## src/rtl/psram_pkg.sv

```systemverilog
// Shared PSRAM definitions: command opcodes, power-up FSM states and counter sizing.
package psram_pkg;

  localparam logic [7:0] CMD_RSTEN = 8'h66;
  localparam logic [7:0] CMD_RST   = 8'h99;
  localparam logic [7:0] CMD_NONE  = 8'h00;

  typedef enum logic [2:0] {
    ST_WAIT_LOCK,
    ST_LOCK_STABLE,
    ST_PWRUP_WAIT,
    ST_CMD_RSTEN,
    ST_CMD_RST,
    ST_POST_RST,
    ST_READY
  } pwrup_state_t;

  // The shared counter holds at most (largest duration - 1), so clog2 of the largest is enough.
  function automatic int cnt_width(input int a, input int b, input int c);
    int m;
    m = a;
    if (b > m) m = b;
    if (c > m) m = c;
    return (m < 2) ? 1 : $clog2(m);
  endfunction

endpackage

```

## src/rtl/cdc_sync2.sv

```systemverilog
// Two-flop synchronizer for a single-bit level crossing into the clk domain.
module cdc_sync2 (
  input  logic clk,
  input  logic rst_n,
  input  logic d,
  output logic q
);

  logic meta;

  always_ff @(posedge clk) begin
    if (!rst_n) begin
      meta <= 1'b0;
      q    <= 1'b0;
    end else begin
      meta <= d;
      q    <= meta;
    end
  end

endmodule

```

## src/rtl/psram_powerup_seq.sv

```systemverilog
// PSRAM power-up sequencer: waits for a stable PLL lock and the power-up delay, issues
// RESET-ENABLE / RESET, then releases downstream reset. Losing lock restarts the sequence.
module psram_powerup_seq #(
  parameter int LOCK_STABLE_CYCLES = 1024,
  parameter int PWRUP_CYCLES       = 12150,
  parameter int POST_RST_CYCLES    = 8
) (
  input  logic       clk,
  input  logic       rst_n,
  input  logic       pll_lock,
  output logic       cmd_valid,
  input  logic       cmd_ready,
  output logic [7:0] cmd_code,
  output logic       sys_rst_n,
  output logic       init_done,
  output logic [3:0] lock_lost_cnt
);

  import psram_pkg::*;

  localparam int CW = cnt_width(LOCK_STABLE_CYCLES, PWRUP_CYCLES, POST_RST_CYCLES);

  localparam logic [CW-1:0] LOCK_LOAD  = CW'(LOCK_STABLE_CYCLES - 1);
  localparam logic [CW-1:0] PWRUP_LOAD = CW'(PWRUP_CYCLES - 1);
  localparam logic [CW-1:0] POST_LOAD  = CW'(POST_RST_CYCLES - 1);
  localparam logic [CW-1:0] CNT_ONE    = CW'(1);

  pwrup_state_t  state;
  logic [CW-1:0] cnt;
  logic          lock_s;

  cdc_sync2 u_lock_sync (
    .clk   (clk),
    .rst_n (rst_n),
    .d     (pll_lock),
    .q     (lock_s)
  );

  // Timed states load cnt with (duration - 1) on entry and leave when it reaches zero.
  // Outputs are set on the same edge as the state change so they are registered.
  always_ff @(posedge clk) begin
    if (!rst_n) begin
      state         <= ST_WAIT_LOCK;
      cnt           <= '0;
      cmd_valid     <= 1'b0;
      cmd_code      <= CMD_NONE;
      sys_rst_n     <= 1'b0;
      init_done     <= 1'b0;
      lock_lost_cnt <= 4'd0;
    end else if (!lock_s && state != ST_WAIT_LOCK) begin
      state     <= ST_WAIT_LOCK;
      cnt       <= '0;
      cmd_valid <= 1'b0;
      cmd_code  <= CMD_NONE;
      sys_rst_n <= 1'b0;
      init_done <= 1'b0;
      if (state == ST_READY && lock_lost_cnt != 4'hF) begin
        lock_lost_cnt <= lock_lost_cnt + 4'd1;
      end
    end else begin
      case (state)
        ST_WAIT_LOCK: begin
          if (lock_s) begin
            state <= ST_LOCK_STABLE;
            cnt   <= LOCK_LOAD;
          end
        end
        ST_LOCK_STABLE: begin
          if (cnt == '0) begin
            state <= ST_PWRUP_WAIT;
            cnt   <= PWRUP_LOAD;
          end else begin
            cnt <= cnt - CNT_ONE;
          end
        end
        ST_PWRUP_WAIT: begin
          if (cnt == '0) begin
            state     <= ST_CMD_RSTEN;
            cmd_valid <= 1'b1;
            cmd_code  <= CMD_RSTEN;
          end else begin
            cnt <= cnt - CNT_ONE;
          end
        end
        ST_CMD_RSTEN: begin
          if (cmd_valid && cmd_ready) begin
            state    <= ST_CMD_RST;
            cmd_code <= CMD_RST;
          end
        end
        ST_CMD_RST: begin
          if (cmd_valid && cmd_ready) begin
            state     <= ST_POST_RST;
            cmd_valid <= 1'b0;
            cmd_code  <= CMD_NONE;
            cnt       <= POST_LOAD;
          end
        end
        ST_POST_RST: begin
          if (cnt == '0) begin
            state     <= ST_READY;
            sys_rst_n <= 1'b1;
            init_done <= 1'b1;
          end else begin
            cnt <= cnt - CNT_ONE;
          end
        end
        ST_READY: begin
          state <= ST_READY;
        end
        default: begin
          state <= ST_WAIT_LOCK;
          cnt   <= '0;
        end
      endcase
    end
  end

endmodule

```

## config.mk

```make
export PLATFORM = sky130hd
export DESIGN_NAME = psram_powerup_seq
export DESIGN_NICKNAME = d
export VERILOG_FILES = /design/src/rtl/psram_pkg.sv /design/src/rtl/cdc_sync2.sv /design/src/rtl/psram_powerup_seq.sv
export SDC_FILE = /design/constraint.sdc
export NUM_CORES = 1
export LEC_CHECK = 0
export CELL_PAD_IN_SITES_DETAIL_PLACEMENT = 1
export CELL_PAD_IN_SITES_GLOBAL_PLACEMENT = 1
export CORE_MARGIN = 3
export CORE_UTILIZATION = 39
export CTS_BUF_LIST = sky130_fd_sc_hd__clkbuf_2 sky130_fd_sc_hd__clkbuf_4 sky130_fd_sc_hd__clkbuf_8
export CTS_CLUSTER_SIZE = 28
export DETAILED_ROUTE_END_ITERATION = 6
export PLACE_DENSITY_LB_ADDON = 0.1
export SYNTH_ARGS = -nofsm -noshare
export SYNTH_HDL_FRONTEND = slang
export SYNTH_HIERARCHICAL = 1
export SYNTH_SLANG_ARGS = --single-unit
```

## constraint.sdc

```tcl
create_clock -name clk -period 1.9 [get_ports clk]
set_input_delay 0.285 -clock clk [delete_from_list [all_inputs] [get_ports clk]]
set_output_delay 0.285 -clock clk [all_outputs]
set_load 0.05 [all_outputs]
```

; ---- Word level (Yosys, flattened, before mapping)
; Cells that the tools add are included.
[classes]
n_addsub = 2
n_reduce_logical = 18
muxes = 19
n_eq_ne = 14
bitwise_logic = 2
[op_table]
columns = cell, count
row1 = 14-bit one-hot mux with 5 select lines, 1
row2 = 14-bit 2-to-1 mux, 4
row3 = 8-bit 2-to-1 mux, 3
row4 = 8-bit one-hot mux with 3 select lines, 1
row5 = 3-bit one-hot mux with 7 select lines, 1
row6 = 3-bit 2-to-1 mux, 6
row7 = 14-bit zero test, 1
row8 = 14-bit by 1-bit subtractor with 14-bit output (second input constant), 1
row9 = 2-bit inequality test (second input constant), 6
row10 = 3-bit == test (second input constant), 3
row11 = 4-bit AND reduction, 2
row12 = 3-bit by 2-bit == test with 1-bit output (second input constant), 2
row13 = 6-bit AND reduction, 1
row14 = 3-bit nonzero test, 2
row15 = 2-bit OR reduction, 3
row16 = 4-bit by 1-bit adder with 4-bit output (second input constant), 1
row17 = 4-bit inequality test (second input constant), 1
row18 = 2-bit AND reduction, 2
row19 = 3-bit by 1-bit == test with 1-bit output (second input constant), 1
row20 = 1-bit logical AND, 3
row21 = 3-bit zero test, 1
row22 = 3-bit AND reduction, 1
row23 = 1-bit 2-to-1 mux, 2
row24 = 2-bit by 1-bit inequality test with 1-bit output (second input constant), 1
row25 = 4 further kinds, 5
[totals]
input_bits = 4
register_bits = 33

; ---- Depth between registers and ports, before layout
[logic_depth]
word_depth = 4
depth_mapped = 8
depth_no_buf = 7

; ---- Modules after synthesis
; The synthesis kept the hierarchy.
[by_module_without_submodules]
columns = module, area_per_inst_um2, cells_each, instances, seq_area_each_um2
row1 = psram_powerup_seq, 1639.1, 210, 1, 500.5
row2 = cdc_sync2, 52.6, 4, 1, 40.0

; ---- Least setup slack after synthesis
; No wires, ideal clock.
[synth_timing]
path_kind = reg2reg
start = reg cmd_valid
end = reg cnt[5]
arrival_time_ns = 1.819
slack_ns = -0.037
path_buffers = 1
path_stages_with_launch = 7
synth_period_minus_slack_ns = 1.937
path_cell_list = dfxtp_1 and3b_1 o221ai_1 o21ba_2 buf_4 o21ai_0 a32o_1
[synth_between]
elab_chain_len = 3
[synth_lines]
columns = item, line
row1 = from (decl), psram_powerup_seq.sv:11  ; output logic cmd_valid,
row2 = from (signal assigned), psram_powerup_seq.sv:45  ; cmd_valid <= 1'b0;
row3 = from (signal assigned), psram_powerup_seq.sv:53  ; cmd_valid <= 1'b0;
row4 = from (signal assigned), psram_powerup_seq.sv:79  ; cmd_valid <= 1'b1;
row5 = 1-bit logical AND, psram_powerup_seq.sv:92  ; if (cmd_valid && cmd_ready) begin
row6 = 2-bit inequality test (no line), --
row7 = 4-bit AND reduction (no line), --
row8 = to (signal assigned), psram_powerup_seq.sv:73  ; cnt <= cnt - CNT_ONE;
row9 = to (signal assigned), psram_powerup_seq.sv:82  ; cnt <= cnt - CNT_ONE;
row10 = to (signal assigned), psram_powerup_seq.sv:105  ; cnt <= cnt - CNT_ONE;
row11 = to (decl), psram_powerup_seq.sv:29  ; logic [CW-1:0] cnt;
; Every way passes these cells.
; A chain may end at the register's enable or synchronous reset.

; ---- Final worst setup path
[layout_timing]
start = reg cnt[0]
end = reg cnt[7]
[layout_between]
elab_chain_len = 3
word_cells_on_any_way = 7
classes_between = add/sub: 1 / eq/ne: 1 / mux: 3 / reduce/logical: 2
[layout_lines]
columns = item, line
row1 = 14-bit by 1-bit subtractor with 14-bit output / 14-bit zero test (equally long branches), --
row2 = "14-bit 2-to-1 mux, or another cell as far along", "psram_powerup_seq.sv:77, psram_powerup_seq.sv:100"
row3 = 14-bit one-hot mux with 5 select lines / 4-bit AND reduction (equally long branches), --
; Parallel ways exist; a longest one is shown, timed or not. The select of a mux whose other input is x is not followed.

==> flow_summary.yaml <==
run_status:
  status: "complete, but fails checks"
  violations: "setup timing"
sta:
  setup_violations: 1
  finalClockSkew_ns: 0.0156
  finalCriticalPeriod_ns: 1.96
  maxSlewHeadroom: 0.652
  worst_pin_slew_ns: 0.520
  report.final.slew_viol_count: 0
  fin_ws_ns: -0.0555
  hold_violations: 0
  fin_crit_sh: 1.03
  hold_ws_ns: 0.448
  clock.fmax_mhz: 511
  rsz0062_at_grt: "yes"
floorplanning:
  top_level_ports: 19
  die_w_um: 71.9
  start_util: 0.414
  row_count: 23
  die_h_um: 71.9
  dieArea_um2: 5160
  core_area_um2: 4090
place:
  post-place-ws_ns: -0.198
  place_hpwl_um: 4240
  io_buffer_count: 18
  place_congestion: 0.881
  post-place-cells: 303
  placed_cell_area_um2: 2140
grt:
  grt_pass1_vias: 1872
  grt_antenna_before_repair: 0
  track_usage: 0.226
  grt_max_degree: 21
  overflow: 0
  grt_pass1_wl_um: 9350
route:
  vias: 1856
  ant_nets: 0
  wl_per_cell_um: 18.9
  vias_per_cell: 6.05
  drt-initial-drc-count: 107
  dr.pass1.iters: 4
  drc: 0
  finalWirelength_um: 5800
run:
  cap_viol_max_count: 0
worst_setup_path:
  crit_path_max_fanout: 6
  cp.required_ns: 2.13
  crit_buf_inv: 1
  crit_type: "reg2reg"
  cpMaxStageDelayCell: "or4_4"
  cp-end-kind: "flip-flop"
  r2r_slack_ns: -0.06
  critical_path.top_delay_family: "simple AND/OR/NAND/NOR gates"
  cp_slowest_stage_delay_ns: 0.47
  start_kind: "flip-flop"
  cp.arrival_ns: 2.18
  crit_chain: "buf_4 -> or4_4 -> nor3_1 -> nor2_1 -> o311ai_1 -> a22o_1"
power:
  p_per_area_nw_per_um2: 720
  p_leak_uw: 0.00101
  ir_worst_vdd_uv: 482
  p_total_uw: 1700
clock_network:
  clkTransAtPathRegs_ns: 0.11
  cts_hold_buf: 0
  root_buffer: "clkbuf_8"
  cts.htree.levels: 1
  clock_latency_ns: 0.29
  clock-sinks: 27
  cts_tree: "yes"
  cts_buffers: 3
  clock_path_buffers: 2
min_path:
  hp-class: "reg2reg"
synth:
  synth.top_cell.area_share: 0.320
  synthTopCellsByArea: "dfxtp_1 32%, a21oi_1 5.3%, nor2_1 4.9%"
  postSynthCellCount: 214
  synth_seq_cells: 27
  synth_edf_count: 0
  synth_top_area_cell: "dfxtp_1"
  synth_area_um2: 1690
  ys_seq_area_frac: 0.320
  syn_nets: 221
  avgSynthCellArea_um2: 7.90
  yosysWarnings: 6
  async_flop_share: 0
  yosysUniqueCellTypes: 57
  ys.flop_type: "dfxtp_1"
layout:
  layout_commonest_cell: "buf_4"
  finalNetCount: 265
  layout_common_cells: "35 x buf_4, 22 x dfxtp_1, 20 x nor2_1"
  layout-drive-gt1-share: 0.307
  area_delta_synth_final_pct: 39.3
  fin_area_um2: 2360
  final_cells: 307
  antennaDiodeCount: 0
-- synthesized netlist by cell type, types with 2 or more instances --
cell        n
dfxtp_1    27
nor2_1     22
a21oi_1    18
nand2_1    14
o21ai_0    11
buf_4       9
clkbuf_1    9
nand3_1     9
nor3_1      8
inv_1       7
o21a_1      4
o21ai_1     4
a22o_1      3
a31oi_1     3
a32o_1      3
and2_1      3
ha_1        3
nor4_1      3
o31ai_1     3
xor2_1      3
a2111oi_0   2
a211oi_1    2
and3_1      2
and3b_1     2
nand4_1     2
o31a_1      2
o32ai_1     2
o41ai_1     2
or3_1       2
or4_1       2
or4_4       2
-- through the flow --
stage	setup TNS (ns)	util
5_1_grt	-0.342	0.577
2_1_floorplan	0	-
4_1_cts	-0.00131	0.548
3_3_place_gp	-0.577	0.524
3_5_place_dp	-1.28	0.524
6_report	-0.0555	0.577
-- final timing paths --
path,end,cells past startpoint,start
min,u_lock_sync/q,1,u_lock_sync/meta
min reg2reg,u_lock_sync/q,1,u_lock_sync/meta
max reg2reg,cnt[7],6,cnt[0]
max,cnt[7],6,cnt[0]
-- power breakdown --
group	leakage (uW)	internal, uW	switching, uW	total [uW]
Combinational	0.000764	335	356	691
Clock	0.0000261	155	214	369
Sequential	0.000222	600	36.3	637
Total	0.00101	1090	606	1700
-- cells by family (layout without fill, tap and decap cells) --
| logic type | after synthesis | count (layout) | synth area share |
|---|---|---|---|
| AND/OR/NAND/NOR | 82 | 82 | 0.261 |
| AO/OA/AOI/OAI | 73 | 73 | 0.300 |
| flip-flops | 27 | 27 | 0.320 |
| buffers and inverters | 26 | 69 | 0.0821 |
| XOR/XNOR | 3 | 3 | 0.0155 |
| adder cells (fa/ha/maj) | 3 | 3 | 0.0222 |
-- per-layer routing --
layer  global-route usage  up-vias  share of wire
met5                    0        -              0
met4               0.0585        0         0.0059
li1                     -      887              -
met3               0.0365        5          0.030
met2                0.392       36           0.52
met1                0.292      928           0.45
-- repair_timing --
action / 4_1_cts / 5_1_grt
setup endpoints to repair: 13 / 25
pin swaps: 1 / 10
gates resized for setup: 13 / 36
setup buffers: 0 / 1
-- registers in the layout, indices dropped and copies added, names as in the netlist --
name	count
u_lock_sync/meta	1
u_lock_sync/q	1
cmd_code	2
lock_lost_cnt	4
cnt	14
cmd_valid	1
state	3
init_done	1
-- final cells by class --
class / count / area (um2)
sequential: 27 / 552
multi-input combinational: 161 / 1140
tap: 50 / 62.6
timing repair buffer: 58 / 523
clock inverter: 1 / 8.76
clock buffer: 3 / 41.3
fill: 485 / 1730
inverter: 7 / 31.3
-- worst register-to-register path: stages (launching register included) --
cell and delay (ns):
dfxtp_2 0.35, buf_4 0.16, or4_4 0.47, nor3_1 0.32, nor2_1 0.09, o311ai_1 0.34
a22o_1 0.18
(Power assumes the default switching activity.)
